`config.mk`:
```
export PLATFORM = sky130hd
export DESIGN_NAME = freq_meter
export DESIGN_NICKNAME = d
export VERILOG_FILES = /design/src/rtl/freq_meter_pkg.sv /design/src/rtl/edge_detect.sv /design/src/rtl/freq_meter.sv
export SDC_FILE = /design/constraint.sdc
export NUM_CORES = 1
export LEC_CHECK = 0
export ABC_AREA = 1
export CAP_MARGIN = 0
export CORE_MARGIN = 2
export CORE_UTILIZATION = 60
export CTS_CLUSTER_DIAMETER = 200
export DETAILED_ROUTE_END_ITERATION = 12
export GPL_TIMING_DRIVEN = 1
export PLACE_DENSITY = 0.88
export SYNTH_ARGS = -nofsm -noshare
export SYNTH_HDL_FRONTEND = slang
export SYNTH_SLANG_ARGS = --single-unit
```
`constraint.sdc`:
```
create_clock -name clock -period 2.2 [get_ports clock]
set_input_delay 0.44 -clock clock [delete_from_list [all_inputs] [get_ports clock]]
set_output_delay 0.44 -clock clock [all_outputs]
set_load 0.03 [all_outputs]
```
`src/rtl/freq_meter_pkg.sv`:
```
// ============================================================================
// Module      : freq_meter_pkg
// Description : Shared definitions for the frequency meter. Holds the
//               measurement FSM state encoding and the default widths of
//               the edge-count result and the gate-window length.
// Revision    : 1.0 - initial release
// ============================================================================
`default_nettype none

package freq_meter_pkg;

    // Default result and window widths used by the top-level parameters.
    localparam int unsigned c_COUNT_WIDTH_DEF = 16;
    localparam int unsigned c_GATE_WIDTH_DEF  = 16;

    // Measurement FSM states.
    typedef enum logic [1:0] {
        IDLE    = 2'd0,
        MEASURE = 2'd1,
        DONE    = 2'd2
    } state_t;

endpackage : freq_meter_pkg

`default_nettype wire

```
`src/rtl/edge_detect.sv`:
```
// ============================================================================
// Module      : edge_detect
// Description : Input conditioning and rising-edge detection for the
//               frequency meter.
//               Build option FREQ_METER_SYNC_EN: when defined, sig_in goes
//               through a 2-flop synchronizer before edge detection (for
//               sources asynchronous to clock). When not defined, sig_in is
//               used directly and must be synchronous to clock.
// Ports       : clock   - system clock, rising edge
//               reset_n - asynchronous active-low reset
//               sig_in  - signal under measurement
//               rise    - high for one cycle on each rising edge of the
//                         conditioned signal
// Revision    : 1.0 - initial release
// ============================================================================
`default_nettype none

module edge_detect
    import freq_meter_pkg::*;
(
    input  logic clock,
    input  logic reset_n,
    input  logic sig_in,
    output logic rise
);

    logic w_sig_s;
    logic r_sig_prev;

`ifdef FREQ_METER_SYNC_EN
    // Two-stage synchronizer; both stages reset low so a reset never
    // fabricates an edge on release.
    logic r_sync1;
    logic r_sync2;

    always_ff @(posedge clock or negedge reset_n) begin
        if (!reset_n) begin
            r_sync1 <= 1'b0;
            r_sync2 <= 1'b0;
        end else begin
            r_sync1 <= sig_in;
            r_sync2 <= r_sync1;
        end
    end

    assign w_sig_s = r_sync2;
`else
    assign w_sig_s = sig_in;
`endif

    // One-cycle history of the conditioned signal.
    always_ff @(posedge clock or negedge reset_n) begin
        if (!reset_n) begin
            r_sig_prev <= 1'b0;
        end else begin
            r_sig_prev <= w_sig_s;
        end
    end

    assign rise = w_sig_s & ~r_sig_prev;

endmodule : edge_detect

`default_nettype wire

```
`src/rtl/freq_meter.sv`:
```
// ============================================================================
// Module      : freq_meter
// Description : Gated edge counter. On an accepted start it counts rising
//               edges of sig_in over gate_cycles clock cycles, then reports
//               the count with a one-cycle valid pulse. The count saturates
//               at all-ones and a sticky overflow flag records any increment
//               lost to saturation.
//               Build option FREQ_METER_SYNC_EN: adds a 2-flop input
//               synchronizer inside edge_detect (window shifts by 3 cycles
//               relative to raw sig_in instead of 1).
// Parameters  : COUNT_WIDTH - width of the edge-count result
//               GATE_WIDTH  - width of the gate-window length input
// Ports       : clock       - system clock, rising edge
//               reset_n     - asynchronous active-low reset
//               start       - measurement request, sampled only in IDLE
//               gate_cycles - window length in cycles, latched on start
//               sig_in      - signal under measurement
//               busy        - high whenever the FSM is not IDLE
//               valid       - one-cycle pulse when count/overflow update
//               count       - edges seen in the last window (held)
//               overflow    - last window saturated count (held)
// Revision    : 1.0 - initial release
// ============================================================================
`default_nettype none

module freq_meter
    import freq_meter_pkg::*;
#(
    parameter int unsigned COUNT_WIDTH = c_COUNT_WIDTH_DEF,
    parameter int unsigned GATE_WIDTH  = c_GATE_WIDTH_DEF
) (
    input  logic                   clock,
    input  logic                   reset_n,
    input  logic                   start,
    input  logic [GATE_WIDTH-1:0]  gate_cycles,
    input  logic                   sig_in,
    output logic                   busy,
    output logic                   valid,
    output logic [COUNT_WIDTH-1:0] count,
    output logic                   overflow
);

    localparam logic [COUNT_WIDTH-1:0] c_ACC_MAX  = '1;
    localparam logic [COUNT_WIDTH-1:0] c_ACC_ONE  = {{(COUNT_WIDTH-1){1'b0}}, 1'b1};
    localparam logic [GATE_WIDTH-1:0]  c_GATE_ONE = {{(GATE_WIDTH-1){1'b0}}, 1'b1};

    state_t                   r_state;
    logic [GATE_WIDTH-1:0]    r_gate_cnt;
    logic [COUNT_WIDTH-1:0]   r_acc;
    logic                     r_ovf;
    logic                     r_busy;
    logic                     r_valid;
    logic [COUNT_WIDTH-1:0]   r_count;
    logic                     r_overflow;

    logic                     w_rise;
    logic [COUNT_WIDTH-1:0]   w_acc_next;
    logic                     w_ovf_next;

    // ------------------------------------------------------------------
    // Input conditioning and edge detection
    // ------------------------------------------------------------------
    edge_detect u_edge_detect (
        .clock   (clock),
        .reset_n (reset_n),
        .sig_in  (sig_in),
        .rise    (w_rise)
    );

    // ------------------------------------------------------------------
    // Saturating accumulator update for the current MEASURE cycle. An
    // edge arriving while the accumulator is already at all-ones is lost
    // and latched into the sticky overflow flag instead.
    // ------------------------------------------------------------------
    always_comb begin
        w_acc_next = r_acc;
        w_ovf_next = r_ovf;
        if (w_rise) begin
            if (r_acc == c_ACC_MAX) begin
                w_ovf_next = 1'b1;
            end else begin
                w_acc_next = r_acc + c_ACC_ONE;
            end
        end
    end

    // ------------------------------------------------------------------
    // Measurement FSM with registered outputs.
    // The result registers and valid are loaded on the transition into
    // DONE, so they are presented during the DONE cycle itself and the
    // final window cycle's edge is already included via w_acc_next.
    // ------------------------------------------------------------------
    always_ff @(posedge clock or negedge reset_n) begin
        if (!reset_n) begin
            r_state    <= IDLE;
            r_gate_cnt <= '0;
            r_acc      <= '0;
            r_ovf      <= 1'b0;
            r_busy     <= 1'b0;
            r_valid    <= 1'b0;
            r_count    <= '0;
            r_overflow <= 1'b0;
        end else begin
            r_valid <= 1'b0;
            case (r_state)
                IDLE: begin
                    if (start) begin
                        r_acc  <= '0;
                        r_ovf  <= 1'b0;
                        r_busy <= 1'b1;
                        if (gate_cycles != '0) begin
                            r_gate_cnt <= gate_cycles;
                            r_state    <= MEASURE;
                        end else begin
                            // Empty window: report zero straight away.
                            r_state    <= DONE;
                            r_valid    <= 1'b1;
                            r_count    <= '0;
                            r_overflow <= 1'b0;
                        end
                    end
                end

                MEASURE: begin
                    r_acc      <= w_acc_next;
                    r_ovf      <= w_ovf_next;
                    r_gate_cnt <= r_gate_cnt - c_GATE_ONE;
                    // Counter reaches zero this cycle: window complete.
                    if (r_gate_cnt == c_GATE_ONE) begin
                        r_state    <= DONE;
                        r_valid    <= 1'b1;
                        r_count    <= w_acc_next;
                        r_overflow <= w_ovf_next;
                    end
                end

                DONE: begin
                    r_busy  <= 1'b0;
                    r_state <= IDLE;
                end

                default: begin
                    r_busy  <= 1'b0;
                    r_state <= IDLE;
                end
            endcase
        end
    end

    assign busy     = r_busy;
    assign valid    = r_valid;
    assign count    = r_count;
    assign overflow = r_overflow;

endmodule : freq_meter

`default_nettype wire

```
======== Word-level counts from Yosys, hierarchy flattened ========
Index checks and enable logic that the tools add are counted.
cells by class
  add/sub/neg operators ................... 2
  equal/unequal tests ..................... 7
  mux-type cells .......................... 29
  bitwise operators ....................... 3
  reductions and logical operators ........ 8
operator list
  operator                                                               count
  16-bit two-way mux                                                     8
  16-bit case mux with 2 select lines                                    3
  16-bit by 1-bit adder with 16-bit output (second input constant)       1
  16-bit by 1-bit == test with 1-bit output (second input constant)      1
  16-bit == test (second input constant)                                 1
  16-bit nonzero test                                                    1
  16-bit by 1-bit subtractor with 16-bit output (second input constant)  1
  1-bit two-way mux                                                      10
  2-bit inequality test (second input constant)                          4
  1-bit case mux with 2 select lines                                     4
  2-bit two-way mux                                                      3
  2-bit AND reduction                                                    3
  2-bit case mux with 2 select lines                                     1
  4-bit AND reduction                                                    1
  3-bit AND reduction                                                    1
  2-bit by 1-bit == test with 1-bit output (second input constant)       1
  2-bit logical NOT                                                      1
  1-bit NOT                                                              2
  2-bit nonzero test                                                     1
  1-bit bitwise AND                                                      1
storage, ports and cells
  bits in registers ....................... 55
  output and inout port bits .............. 19

======== Logic depth before layout (Yosys ltp) ========
Gate-level depths: netlist of the first run.
  depth after elaboration ................. 5
  gate-level depth with buffers ........... 10
  gate-level depth less buffers ........... 10

======== By module ========
From an unflattened synthesis of the first run, not the netlist that was laid out.
second synthesis, totals
  cells, all modules ...................... 480
  area, all modules ....................... 3427.0 µm²
by module, submodules not included
  module       instances  cells each  area an instance (µm²)
  freq_meter   1          477         3392.0
  edge_detect  1          3           35.0

======== Worst setup path after synthesis of the first run ========
No wires, ideal clock.
  path type ............................... register -> register
  start point ............................. register r_acc[0]
  end point ............................... register r_acc[10]
  arrival ................................. 1.375 ns
  path slack .............................. 0.694 ns
  stages on the path, launching flop included .. 10
  buffers on the path ..................... 1
  clock period less this slack ............ 1.506 ns
  path through ............................ dfrtp_1 ha_1 nand2_2 nor2_4 nand4_1 buf_2 nand2_1 nand2_1 nand3_1 o21ai_0
between the ends
  word-level cells in the longest chain between the ends .. 4
  elaborated cells between the ends (all ways) .. 5
  classes of those cells .................. add/sub: 1; eq/ne: 1; mux: 3
ends and longest elaborated chain
  item                                                                        line                                text
  start, declared                                                             freq_meter.sv:49                    logic [COUNT_WIDTH-1:0] r_acc;
  start signal, assigned                                                      freq_meter.sv:125                   r_acc <= w_acc_next;
  16-bit by 1-bit adder with 16-bit output or 16-bit == test (tied branches)  freq_meter.sv:82, freq_meter.sv:79
  16-bit two-way mux *                                                        freq_meter.sv:79                    if (r_acc == c_ACC_MAX) begin
  16-bit two-way mux *                                                        freq_meter.sv:78                    if (w_rise) begin
  16-bit case mux with 2 select lines *                                       freq_meter.sv:105                   case (r_state)
Every way passes the cells marked *; elsewhere a longest branch is shown, timed or not.
A chain may end at the register's enable or synchronous reset.

======== Worst setup path in the final report of the first run ========
  start point ............................. register r_state[1]
  end point ............................... register r_gate_cnt[8]
between the ends
  word-level cells in the longest chain between the ends .. 3
  elaborated cells between the ends (all ways) .. 7
  classes of those cells .................. eq/ne: 3; mux: 1; reduce/logical: 3
ends and longest elaborated chain
  item                                                                           line               text
  start, declared                                                                freq_meter.sv:47   state_t r_state;
  start signal, assigned                                                         freq_meter.sv:95   r_state <= IDLE;
  start signal, assigned                                                         freq_meter.sv:113  r_state <= MEASURE;
  start signal, assigned                                                         freq_meter.sv:116  r_state <= DONE;
  2-bit by 1-bit == test with 1-bit output or 2-bit logical NOT (tied branches)  freq_meter.sv:105
  2-bit nonzero test (no line) or 2-bit inequality test (tied branches)          --
  3-bit AND reduction (no line)                                                  --
  end signal, assigned                                                           freq_meter.sv:112  r_gate_cnt <= gate_cycles;
  end signal, assigned                                                           freq_meter.sv:127  r_gate_cnt <= r_gate_cnt - c_GATE_ONE;
  end, declared                                                                  freq_meter.sv:48   logic [GATE_WIDTH-1:0] r_gate_cnt;
Several ways; a longest one is shown, not always the timed one.

==> impl_metrics.xml, run 1 <==
<?xml version="1.0" encoding="UTF-8"?>
<metrics>
  <group name="grt">
    <metric name="grt_overflow" unit="">0</metric>
    <metric name="antenna_violations_before_repair" unit="">0</metric>
    <metric name="track_usage" unit="%">30.3</metric>
    <metric name="grt_pass1_vias" unit="">3295</metric>
    <metric name="grt_start_max_net_pins" unit="">29</metric>
    <metric name="grt_first_pass_wirelength" unit="mm">15.1</metric>
  </group>
  <group name="route">
    <metric name="drt-pass1-iter-count" unit="">6</metric>
    <metric name="final_wl" unit="mm">8.71</metric>
    <metric name="drc" unit="">0</metric>
    <metric name="route.detailed.wl_per_inst" unit="um">14.1</metric>
    <metric name="drt_iter0_drc" unit="">336</metric>
    <metric name="ant_nets" unit="">0</metric>
    <metric name="vias" unit="">3527</metric>
    <metric name="via_per_inst" unit="">5.72</metric>
  </group>
  <group name="synth">
    <metric name="synth-edff-count" unit="">0</metric>
    <metric name="dominantRegCellSynth" unit="">dfrtp_1</metric>
    <metric name="synthArstFlopShare" unit="%">100</metric>
    <metric name="syn_area_per_cell" unit="um^2">6.82</metric>
    <metric name="top_cell_types_by_occurrence_after_synthesis" unit="">163 x nand2_1, 62 x nand3_1, 57 x inv_1, 55 x dfrtp_1, 50 x nor2_1</metric>
    <metric name="yosys_register_bits" unit="">55</metric>
    <metric name="postSynthNetCount" unit="">523</metric>
    <metric name="post_synth_instance_area" unit="um^2">3410</metric>
    <metric name="synthesis.instances" unit="">500</metric>
    <metric name="yosysMostFrequentCell" unit="">nand2_1</metric>
    <metric name="synthDominantAreaCellType" unit="">dfrtp_1</metric>
    <metric name="synth.lib_cells_used.distinct" unit="">30</metric>
    <metric name="synth_top_area_share" unit="%">40.4</metric>
    <metric name="synth_seq_area_share" unit="%">40.4</metric>
    <metric name="area_contributors_post_synth" unit="">dfrtp_1 40%, nand2_1 18%, nand3_1 9.1%</metric>
    <metric name="ys.warnings.count" unit="">0</metric>
  </group>
  <group name="floorplanning">
    <metric name="die_area" unit="um^2">6300</metric>
    <metric name="die-height" unit="um">79.4</metric>
    <metric name="core_area" unit="um^2">5510</metric>
    <metric name="rows" unit="">27</metric>
    <metric name="pin_count" unit="">39</metric>
    <metric name="die_width" unit="um">79.4</metric>
    <metric name="initial_utilization" unit="%">61.9</metric>
  </group>
  <group name="sta">
    <metric name="timing_hold_violations_final" unit="">0</metric>
    <metric name="totalNegativeSetupSlack" unit="ns">0</metric>
    <metric name="timing.final.setup_violations" unit="">0</metric>
    <metric name="max_slew.worst_pin.slew" unit="ns">0.538</metric>
    <metric name="timing.final.crit_share" unit="%">84.5</metric>
    <metric name="period_needed" unit="ns">1.86</metric>
    <metric name="slew_viol_final" unit="">0</metric>
    <metric name="timing.max_slew.rel_slack" unit="%">64.1</metric>
    <metric name="max_freq" unit="MHz">538</metric>
    <metric name="worst_case_clock_skew" unit="ns">0.00868</metric>
    <metric name="rsz0062_at_grt" unit="">no</metric>
  </group>
  <group name="setup_path">
    <metric name="timing.critical_path.fanout_max" unit="">7</metric>
    <metric name="cp_data_arrival_time" unit="ns">2.12</metric>
    <metric name="critPathKind" unit="">flop to flop</metric>
    <metric name="crit_required" unit="ns">2.46</metric>
    <metric name="critical_path.startpoint_type" unit="">flop</metric>
    <metric name="slowest_stage" unit="">dfrtp_1</metric>
    <metric name="worst-r2r-setup-slack" unit="ns">0.34</metric>
    <metric name="cp-end-kind" unit="">flop</metric>
    <metric name="cell_chain_critical_path" unit="">nor2_2 &gt; inv_1 &gt; nor3_1 &gt; nand2_1 &gt; nor2_1 &gt; nand2_1 &gt; nand2_1 &gt; nand2_1 &gt; nand2_1</metric>
    <metric name="worstPathBufferInverterCount" unit="">1</metric>
    <metric name="critical_path.max_stage_delay" unit="ns">0.42</metric>
    <metric name="cpMostUsedCell" unit="">nand2_1</metric>
    <metric name="cp_top_family" unit="">simple AND/OR/NAND/NOR gates</metric>
  </group>
  <group name="place">
    <metric name="total_half_perimeter_wirelength_after_legalization_and_detailed_placement" unit="mm">6.57</metric>
    <metric name="port_buffers" unit="">38</metric>
    <metric name="finalWeightedCongestion" unit="">0.955</metric>
  </group>
  <group name="outcome">
    <metric name="result_of_the_run" unit="">finished clean</metric>
  </group>
  <group name="pwr">
    <metric name="pwr_density_cell" unit="nW/um^2">418</metric>
    <metric name="cellLeakagePower" unit="nW">2.13</metric>
    <metric name="ir_drop" unit="V">0.000297</metric>
  </group>
  <group name="cts">
    <metric name="cts.repair_timing.setup_buffer_count" unit="">0</metric>
    <metric name="tritoncts" unit="">yes</metric>
    <metric name="cts_root_buffer" unit="">clkbuf_8</metric>
    <metric name="cts_num_sinks" unit="">55</metric>
    <metric name="cts-root-to-sink-buffers" unit="">2</metric>
    <metric name="cts_repair_resize_count" unit="">0</metric>
    <metric name="worstSkewPairLatency" unit="ns">0.31</metric>
    <metric name="ctsHoldBuffers" unit="">0</metric>
    <metric name="clock_transition_time_at_the_flip_flop_clock_pins_of_the_worst_setup_and_hold_paths" unit="ns">0.10</metric>
    <metric name="numCtsBuffers" unit="">5</metric>
    <metric name="clock_tree.htree_level_count" unit="">2</metric>
  </group>
  <group name="final_layout">
    <metric name="n_fill_cell" unit="">454</metric>
    <metric name="synthToLayoutAreaGrowth" unit="%">16.7</metric>
    <metric name="antenna_cells" unit="">0</metric>
    <metric name="layout.nets" unit="">567</metric>
    <metric name="utilization" unit="%">72.2</metric>
    <metric name="layout-drive-gt1-share" unit="%">6.97</metric>
  </group>
  <group name="run">
    <metric name="max_cap_viol_count" unit="">0</metric>
  </group>
  <group name="hold_path">
    <metric name="holdCritPathClass" unit="">input pin to async pin</metric>
  </group>
</metrics>
sequential cells by signal, indices dropped and copies added, names as in the netlist:
name and count:
u_edge_detect.r_sig_prev 1, r_ovf 1, r_gate_cnt 16, r_acc 16, count 16, valid 1, busy 1, overflow 1
r_state 2
metrics by stage:
step           area [um^2]  power [W]  hold WS [ns]  worst slack (ns)  instances
2_1_floorplan         3410    0.00105         0.144             0.694        500
3_3_place_gp          3900    0.00112         0.423             0.136        609
3_5_place_dp          3900    0.00113         0.424            0.0469        609
4_1_cts               3980    0.00167        0.0901             0.360        617
5_1_grt               3980    0.00172         0.106             0.140        617
6_report              3980    0.00166        0.0682             0.341        617
placed cells by master (no fill, tap or decap), types with 2 or more instances in the layout:
cell             count
a21oi_1              9
buf_4               14
clkbuf_1             2
clkbuf_8             5
clkdlybuf4s50_1     37
dfrtp_1             55
ha_1                 3
inv_1               57
nand2_1            163
nand2_2              5
nand3_1             62
nand4_1             20
nor2_1              50
nor2_2               5
nor2_4               3
nor3_1               2
nor4_1               2
o211ai_1             2
o21ai_0             29
o21ai_1              9
area by class of cell:
cell class / instances / area (um^2) / area share [%]
inverter: 57 / 214 / 5.38
multi-input combinational: 373 / 1740 / 43.6
sequential: 55 / 1380 / 34.6
timing repair buffer: 52 / 480 / 12.1
clock buffer: 7 / 76.3 / 1.92
clock inverter: 1 / 5.00 / 0.126
tap: 72 / 90.1 / 2.26
metal layers:
layer  wire length (um)  track usage (%)  vias up
met3                633             4.86       24
met4                163             8.45        0
met5                  0                0        -
li1                   -                -     1711
met2               4020             48.3      151
met1               3890             43.0     1641
cell families after synthesis:
family / Yosys count / share of synthesized area [%]
AO/OA/AOI/OAI: 52 / 8.22
XOR/XNOR: 2 / 0.514
adder cells (fa/ha/maj): 3 / 1.10
buffers and inverters: 72 / 8.73
flip-flops: 55 / 40.4
AND/OR/NAND/NOR: 316 / 41.1
worst paths after layout:
kind,cells past startpoint,end,startpoint
min reg2reg,2,count[15],count[15]
min,1,r_gate_cnt[6],reset_n
min in group clock,2,count[15],count[15]
max reg2reg,9,r_gate_cnt[8],r_state[1]
max in group asynchronous,2,count[10],reset_n
max,9,r_gate_cnt[8],r_state[1]
power breakdown:
part	switching, W	internal [W]
Sequential	0.00000223	0.00101
Clock	0.000332	0.000225
Combinational	0.0000485	0.0000419
Total	0.000383	0.00128
No activity file was read; power rests on OpenSTA's default activity.
==> inputs of run 2 (changes only) <==
--- a/config.mk
+++ b/config.mk
@@ -8,11 +8,11 @@
 export ABC_AREA = 1
 export CAP_MARGIN = 0
 export CORE_MARGIN = 2
-export CORE_UTILIZATION = 60
+export CORE_UTILIZATION = 57
 export CTS_CLUSTER_DIAMETER = 200
 export DETAILED_ROUTE_END_ITERATION = 12
 export GPL_TIMING_DRIVEN = 1
-export PLACE_DENSITY = 0.88
+export PLACE_DENSITY = 0.84
 export SYNTH_ARGS = -nofsm -noshare
 export SYNTH_HDL_FRONTEND = slang
 export SYNTH_SLANG_ARGS = --single-unit
==> constraint.sdc (replaced) <==
create_clock -name clock -period 1.75 [get_ports clock]
set_input_delay 0.35 -clock clock [delete_from_list [all_inputs] [get_ports clock]]
set_output_delay 0.35 -clock clock [all_outputs]
set_load 0.03 [all_outputs]
==> run 2 against run 1 <==
Compared with the run above:
- sequential share of layout area down 3.4 points
- critical path depth unchanged
- largest cell class unchanged
- sequential power up 25%
- worst hold slack worse by 0.047 ns
- die area up 5.0%
==> impl_metrics.xml, run 2 (synthesis gave the netlist of run 1 again) <==
<?xml version="1.0" encoding="UTF-8"?>
<metrics>
  <group name="outcome">
    <metric name="result_of_the_run" unit="">finished clean</metric>
  </group>
  <group name="route">
    <metric name="drt-pass1-iter-count" unit="">5</metric>
    <metric name="ant_nets" unit="">0</metric>
    <metric name="vias" unit="">3735</metric>
    <metric name="final_wl" unit="mm">10.1</metric>
    <metric name="route.detailed.wl_per_inst" unit="um">15.6</metric>
    <metric name="via_per_inst" unit="">5.76</metric>
    <metric name="drc" unit="">0</metric>
    <metric name="drt_iter0_drc" unit="">425</metric>
  </group>
  <group name="setup_path">
    <metric name="worstPathBufferInverterCount" unit="">1</metric>
    <metric name="slowest_stage" unit="">dfrtp_1</metric>
    <metric name="cp-end-kind" unit="">flop</metric>
    <metric name="r2r.worst_path.cells" unit="">9</metric>
    <metric name="r2r-end" unit="">count[10]</metric>
    <metric name="setup.worst_path.start" unit="">r_gate_cnt[6]</metric>
    <metric name="timing.critical_path.fanout_max" unit="">5</metric>
    <metric name="critical_path.startpoint_type" unit="">flop</metric>
    <metric name="cp_data_arrival_time" unit="ns">1.94</metric>
    <metric name="crit_required" unit="ns">1.96</metric>
    <metric name="worstReg2RegStart" unit="">r_gate_cnt[6]</metric>
    <metric name="timing.critical_path.depth" unit="">9</metric>
    <metric name="worst-r2r-setup-slack" unit="ns">0.02</metric>
    <metric name="cpMostUsedCell" unit="">nand2_1</metric>
    <metric name="critical_path.max_stage_delay" unit="ns">0.44</metric>
    <metric name="cp_top_family" unit="">simple AND/OR/NAND/NOR gates</metric>
    <metric name="cell_chain_critical_path" unit="">nor2_2 &gt; nand2_1 &gt; nor2_4 &gt; nand2_2 &gt; a21oi_4 &gt; buf_12 &gt; nand3_4 &gt; nand2_1 &gt; nand2_1</metric>
    <metric name="critPathKind" unit="">flop to flop</metric>
    <metric name="setup.worst_path.end" unit="">count[10]</metric>
  </group>
  <group name="cts">
    <metric name="tritoncts" unit="">yes</metric>
    <metric name="cts_num_sinks" unit="">55</metric>
    <metric name="ctsHoldBuffers" unit="">0</metric>
    <metric name="cts_root_buffer" unit="">clkbuf_8</metric>
    <metric name="worstSkewPairLatency" unit="ns">0.31</metric>
    <metric name="clock_tree.htree_level_count" unit="">2</metric>
    <metric name="cts-root-to-sink-buffers" unit="">2</metric>
    <metric name="clock_transition_time_at_the_flip_flop_clock_pins_of_the_worst_setup_and_hold_paths" unit="ns">0.10</metric>
    <metric name="numCtsBuffers" unit="">5</metric>
  </group>
  <group name="sta">
    <metric name="timing.final.setup_violations" unit="">0</metric>
    <metric name="max_slew.worst_pin.slew" unit="ns">0.431</metric>
    <metric name="max_freq" unit="MHz">579</metric>
    <metric name="timing_hold_violations_final" unit="">0</metric>
    <metric name="finalWorstSetupSlack" unit="ns">0.0223</metric>
    <metric name="period_needed" unit="ns">1.73</metric>
    <metric name="slew_viol_final" unit="">0</metric>
    <metric name="worst_case_clock_skew" unit="ns">0.0125</metric>
    <metric name="timing.max_slew.rel_slack" unit="%">71.2</metric>
    <metric name="timing.final.crit_share" unit="%">98.7</metric>
  </group>
  <group name="final_layout">
    <metric name="layout.cells.most_common_list" unit="">155 x nand2_1, 62 x nand3_1, 56 x inv_1</metric>
    <metric name="utilization" unit="%">75.4</metric>
    <metric name="multiInputGateArea" unit="um^2">1880</metric>
    <metric name="n_fill_cell" unit="">420</metric>
    <metric name="layout.area.seq" unit="um^2">1380</metric>
    <metric name="layout.nets" unit="">596</metric>
    <metric name="finalInstanceArea" unit="um^2">4410</metric>
    <metric name="synthToLayoutAreaGrowth" unit="%">29.4</metric>
    <metric name="layout-drive-gt1-share" unit="%">15.3</metric>
    <metric name="layout.cells.non_filler" unit="">649</metric>
    <metric name="antenna_cells" unit="">0</metric>
    <metric name="layout.cells.most_common" unit="">nand2_1</metric>
  </group>
  <group name="floorplanning">
    <metric name="initial_utilization" unit="%">58.3</metric>
    <metric name="pin_count" unit="">39</metric>
    <metric name="rows" unit="">28</metric>
    <metric name="die-height" unit="um">81.3</metric>
    <metric name="core_area" unit="um^2">5850</metric>
    <metric name="die_area" unit="um^2">6620</metric>
    <metric name="die_width" unit="um">81.3</metric>
  </group>
  <group name="place">
    <metric name="placed_area" unit="um^2">4110</metric>
    <metric name="port_buffers" unit="">38</metric>
    <metric name="total_half_perimeter_wirelength_after_legalization_and_detailed_placement" unit="mm">6.59</metric>
    <metric name="pre_cts_slack" unit="ns">-0.303</metric>
    <metric name="post-place-cells" unit="">632</metric>
    <metric name="finalWeightedCongestion" unit="">0.930</metric>
  </group>
  <group name="pwr">
    <metric name="power" unit="W">0.00217</metric>
    <metric name="pwr_density_cell" unit="nW/um^2">491</metric>
    <metric name="cellLeakagePower" unit="nW">2.33</metric>
    <metric name="ir_drop" unit="V">0.000396</metric>
  </group>
  <group name="grt">
    <metric name="grt_first_pass_wirelength" unit="mm">15.4</metric>
    <metric name="antenna_violations_before_repair" unit="">0</metric>
    <metric name="grt_pass1_vias" unit="">3445</metric>
    <metric name="track_usage" unit="%">29.7</metric>
    <metric name="grt_overflow" unit="">0</metric>
    <metric name="grt_start_max_net_pins" unit="">56</metric>
  </group>
  <group name="run">
    <metric name="max_cap_viol_count" unit="">0</metric>
  </group>
  <group name="hold_path">
    <metric name="holdCritPathClass" unit="">input pin to async pin</metric>
  </group>
</metrics>
run 2: power breakdown:
group	leakage, nW	internal (W)	switching (W)	total (W)
combinational	1.69	0.0000656	0.0000660	0.000132
sequential	0.591	0.00127	0.00000369	0.00128
clock	0.0484	0.000326	0.000432	0.000758
total	2.33	0.00166	0.000502	0.00217
run 2: cell type report:
| class | instances | share of cell area (%) |
|---|---|---|
| multi-input combinational | 376 | 42.5 |
| sequential | 55 | 31.2 |
| timing repair buffer | 78 | 17.1 |
| inverter | 57 | 4.85 |
| tap | 75 | 2.13 |
| clock buffer | 7 | 1.96 |
| clock inverter | 1 | 0.198 |
run 2: worst min-delay path by stage:
stage | start | end | slack [ns]
6_report | reset_n | r_gate_cnt[3] | 0.02
2_1_floorplan | reset_n | busy | 0.05
3_5_place_dp | reset_n | r_gate_cnt[7] | 0.37
4_1_cts | reset_n | r_gate_cnt[3] | 0.04
3_3_place_gp | reset_n | r_gate_cnt[3] | 0.37
5_1_grt | reset_n | r_gate_cnt[11] | 0.06
run 2: metal layers:
metal | share of wire (%) | vias up | GRT usage, %
li1 | - | 1769 | -
met1 | 41 | 1703 | 40.5
met2 | 46 | 225 | 48.7
met3 | 9.6 | 38 | 4.11
met4 | 3.4 | 0 | 9.66
met5 | 0 | - | 0
run 2: stage by stage:
| stage | hold WS, ns | setup TNS, ns |
|---|---|---|
| after floorplan | 0.0544 | 0 |
| after detailed placement | 0.372 | -8.08 |
| after global routing | 0.0607 | -0.110 |
| final | 0.0209 | 0 |
| after global placement | 0.370 | -5.53 |
| after CTS | 0.0413 | 0 |
run 2: timing repair:
action / in CTS / in global routing
buffers inserted: 0 / 6
gates resized for setup: 0 / 33
setup endpoints to repair: 0 / 42
==> inputs of run 3 (changes only) <==
--- a/config.mk
+++ b/config.mk
@@ -7,7 +7,6 @@
 export LEC_CHECK = 0
 export ABC_AREA = 1
 export CAP_MARGIN = 0
-export CORE_MARGIN = 2
 export CORE_UTILIZATION = 57
 export CTS_CLUSTER_DIAMETER = 200
 export DETAILED_ROUTE_END_ITERATION = 12
==> run 3 against run 2 <==
Compared with the run above:
- worst setup slack gained 0.0052 ns
- count of clock-buffer cells in the layout unchanged
- register-to-register slack barely moved
- clock power up 2.9%
- combinational power rose by 4%
- critical path type unchanged
- largest cell class unchanged
- global-route usage grew 0.35 points
- final area barely moved
- die area shrank 4.9%
==> impl_metrics.xml, run 3 (synthesis gave the netlist of run 1 again) <==
<?xml version="1.0" encoding="UTF-8"?>
<metrics>
  <group name="place">
    <metric name="total_half_perimeter_wirelength_after_legalization_and_detailed_placement" unit="mm">6.51</metric>
    <metric name="pre_cts_slack" unit="ns">-0.306</metric>
    <metric name="port_buffers" unit="">38</metric>
    <metric name="finalWeightedCongestion" unit="">0.920</metric>
  </group>
  <group name="cts">
    <metric name="cts_num_sinks" unit="">55</metric>
    <metric name="tritoncts" unit="">yes</metric>
    <metric name="cts_root_buffer" unit="">clkbuf_8</metric>
    <metric name="worstSkewPairLatency" unit="ns">0.31</metric>
    <metric name="clock_tree.htree_level_count" unit="">2</metric>
    <metric name="numCtsBuffers" unit="">5</metric>
    <metric name="cts-root-to-sink-buffers" unit="">2</metric>
    <metric name="clock_transition_time_at_the_flip_flop_clock_pins_of_the_worst_setup_and_hold_paths" unit="ns">0.10</metric>
  </group>
  <group name="setup_path">
    <metric name="critical_path.startpoint_type" unit="">flop</metric>
    <metric name="cp-end-kind" unit="">flop</metric>
    <metric name="worst-r2r-setup-slack" unit="ns">0.03</metric>
    <metric name="critPathKind" unit="">flop to flop</metric>
    <metric name="cp_data_arrival_time" unit="ns">1.92</metric>
    <metric name="timing.critical_path.fanout_max" unit="">5</metric>
    <metric name="crit_required" unit="ns">1.95</metric>
  </group>
  <group name="grt">
    <metric name="grt_pass1_vias" unit="">3260</metric>
    <metric name="grt_start_max_net_pins" unit="">38</metric>
    <metric name="track_usage" unit="%">30.0</metric>
    <metric name="antenna_violations_before_repair" unit="">0</metric>
    <metric name="globalRouteMet1Util" unit="%">41.9</metric>
    <metric name="grt_overflow" unit="">0</metric>
    <metric name="grt_first_pass_wirelength" unit="mm">14.8</metric>
    <metric name="grt_util_met3" unit="%">4.02</metric>
    <metric name="grt.busiest_layer" unit="">met2</metric>
    <metric name="grt_use_met2" unit="%">48.4</metric>
  </group>
  <group name="route">
    <metric name="drt-pass1-iter-count" unit="">6</metric>
    <metric name="vias" unit="">3743</metric>
    <metric name="final_wl" unit="mm">9.61</metric>
    <metric name="drc" unit="">0</metric>
    <metric name="ant_nets" unit="">0</metric>
    <metric name="route.detailed.wl_per_inst" unit="um">14.7</metric>
    <metric name="via_per_inst" unit="">5.73</metric>
    <metric name="drt_iter0_drc" unit="">378</metric>
  </group>
  <group name="sta">
    <metric name="max_slew.worst_pin.slew" unit="ns">0.468</metric>
    <metric name="timing.max_slew.rel_slack" unit="%">68.8</metric>
    <metric name="timing.final.crit_share" unit="%">98.4</metric>
    <metric name="timing.final.setup_violations" unit="">0</metric>
    <metric name="max_freq" unit="MHz">581</metric>
    <metric name="timing.hold.ws" unit="ns">0.479</metric>
    <metric name="worst_case_clock_skew" unit="ns">0.0122</metric>
    <metric name="slew_viol_final" unit="">0</metric>
    <metric name="period_needed" unit="ns">1.72</metric>
    <metric name="timing_hold_violations_final" unit="">0</metric>
    <metric name="finalWorstSetupSlack" unit="ns">0.0275</metric>
    <metric name="totalNegativeSetupSlack" unit="ns">0</metric>
  </group>
  <group name="pwr">
    <metric name="switchingPower" unit="W">0.000490</metric>
    <metric name="internal-power" unit="W">0.00170</metric>
    <metric name="ir_drop" unit="V">0.000352</metric>
    <metric name="power_frac_clock" unit="%">35.6</metric>
    <metric name="pwr_density_cell" unit="nW/um^2">497</metric>
    <metric name="power.share.sequential" unit="%">58.2</metric>
    <metric name="power" unit="W">0.00219</metric>
    <metric name="sw_frac_of_total" unit="%">22.4</metric>
    <metric name="comb_power_share" unit="%">6.2</metric>
    <metric name="cellLeakagePower" unit="nW">2.32</metric>
  </group>
  <group name="final_layout">
    <metric name="layout.cells.most_common" unit="">nand2_1</metric>
    <metric name="layout.nets" unit="">603</metric>
    <metric name="n_fill_cell" unit="">388</metric>
    <metric name="layout-drive-gt1-share" unit="%">15.8</metric>
    <metric name="antenna_cells" unit="">0</metric>
    <metric name="layout.cells.most_common_list" unit="">158 x nand2_1, 62 x nand3_1, 56 x inv_1</metric>
    <metric name="utilization" unit="%">78.2</metric>
    <metric name="synthToLayoutAreaGrowth" unit="%">29.5</metric>
  </group>
  <group name="floorplanning">
    <metric name="die-height" unit="um">79.3</metric>
    <metric name="die_width" unit="um">79.3</metric>
    <metric name="core_area" unit="um^2">5640</metric>
    <metric name="pin_count" unit="">39</metric>
    <metric name="initial_utilization" unit="%">60.4</metric>
    <metric name="rows" unit="">27</metric>
    <metric name="die_area" unit="um^2">6290</metric>
  </group>
  <group name="outcome">
    <metric name="result_of_the_run" unit="">finished clean</metric>
  </group>
  <group name="run">
    <metric name="max_cap_viol_count" unit="">0</metric>
  </group>
  <group name="hold_path">
    <metric name="holdCritPathClass" unit="">flop to flop</metric>
  </group>
</metrics>
[run 3: changes by cell type in the layout (fill, tap and decap cells not counted), moves of 2 or more]
| cell | previous run | this run |
|---|---|---|
| nand2_4 | 2 | 0 |
| nor2_2 | 7 | 11 |
| buf_12 | 6 | 4 |
| nand2_1 | 155 | 158 |
| nor2_4 | 8 | 4 |
| buf_4 | 34 | 41 |
| dlymetal6s2s_1 | 2 | 0 |
| clkdlybuf4s50_1 | 35 | 37 |
[run 3: per-stage QoR]
step	std cells	area, um^2
2_1_floorplan	500	3410
3_3_place_gp	631	4110
3_5_place_dp	631	4110
4_1_cts	640	4230
5_1_grt	653	4410
6_report	653	4410
[run 3: routing by layer]
layer / wire, um / vias up
met5: 0 / -
met4: 230 / 0
met3: 893 / 30
met2: 4370 / 227
met1: 4120 / 1704
li1: - / 1782
[run 3: path summary, 6_finish.rpt]
kind,startpoint,end,cells after the start
setup / recovery,r_gate_cnt[13],count[6],9
hold / removal,overflow,overflow,2
hold reg to reg,overflow,overflow,2
min in group asynchronous,reset_n,r_gate_cnt[6],2
max in group asynchronous,reset_n,r_acc[6],3
setup reg to reg,r_gate_cnt[13],count[6],9
[run 3: cell type report]
class	instances	area (um^2)	share of cell area, %
Sequential cell	55	1380	31.2
Multi-Input combinational cell	376	1840	41.8
Clock inverter	1	7.51	0.170
Clock buffer	7	96.3	2.18
Timing Repair Buffer	85	785	17.8
Inverter	57	214	4.85
Tap cell	72	90.1	2.04
[run 3: power groups by stage]
stage / Combinational [W] / Sequential (W) / Clock, W
final: 0.000137 / 0.00128 / 0.000780
after global placement: 0.000125 / 0.00130 / 0
after floorplan: 0.0000242 / 0.00130 / 0
after CTS: 0.000131 / 0.00128 / 0.000796
after global routing: 0.000151 / 0.00128 / 0.000829
after detailed placement: 0.000129 / 0.00130 / 0
[run 3: what timing repair did]
item / 4_1_cts / 5_1_grt
endpoints found under the hold margin: 18 / 0
resized for setup: 0 / 23
hold buffers: 1 / 0
endpoints found under the setup margin: 0 / 47
setup buffers: 0 / 10
[run 3: worst max-delay path, stage by stage (launching register included)]
cell	delay, ns
dfrtp_1	0.44
nor2_2	0.19
nand2_1	0.09
nor2_2	0.14
nand2_2	0.09
a21oi_4	0.17
buf_4	0.19
nand3_4	0.15
nand2_1	0.10
nand2_1	0.06
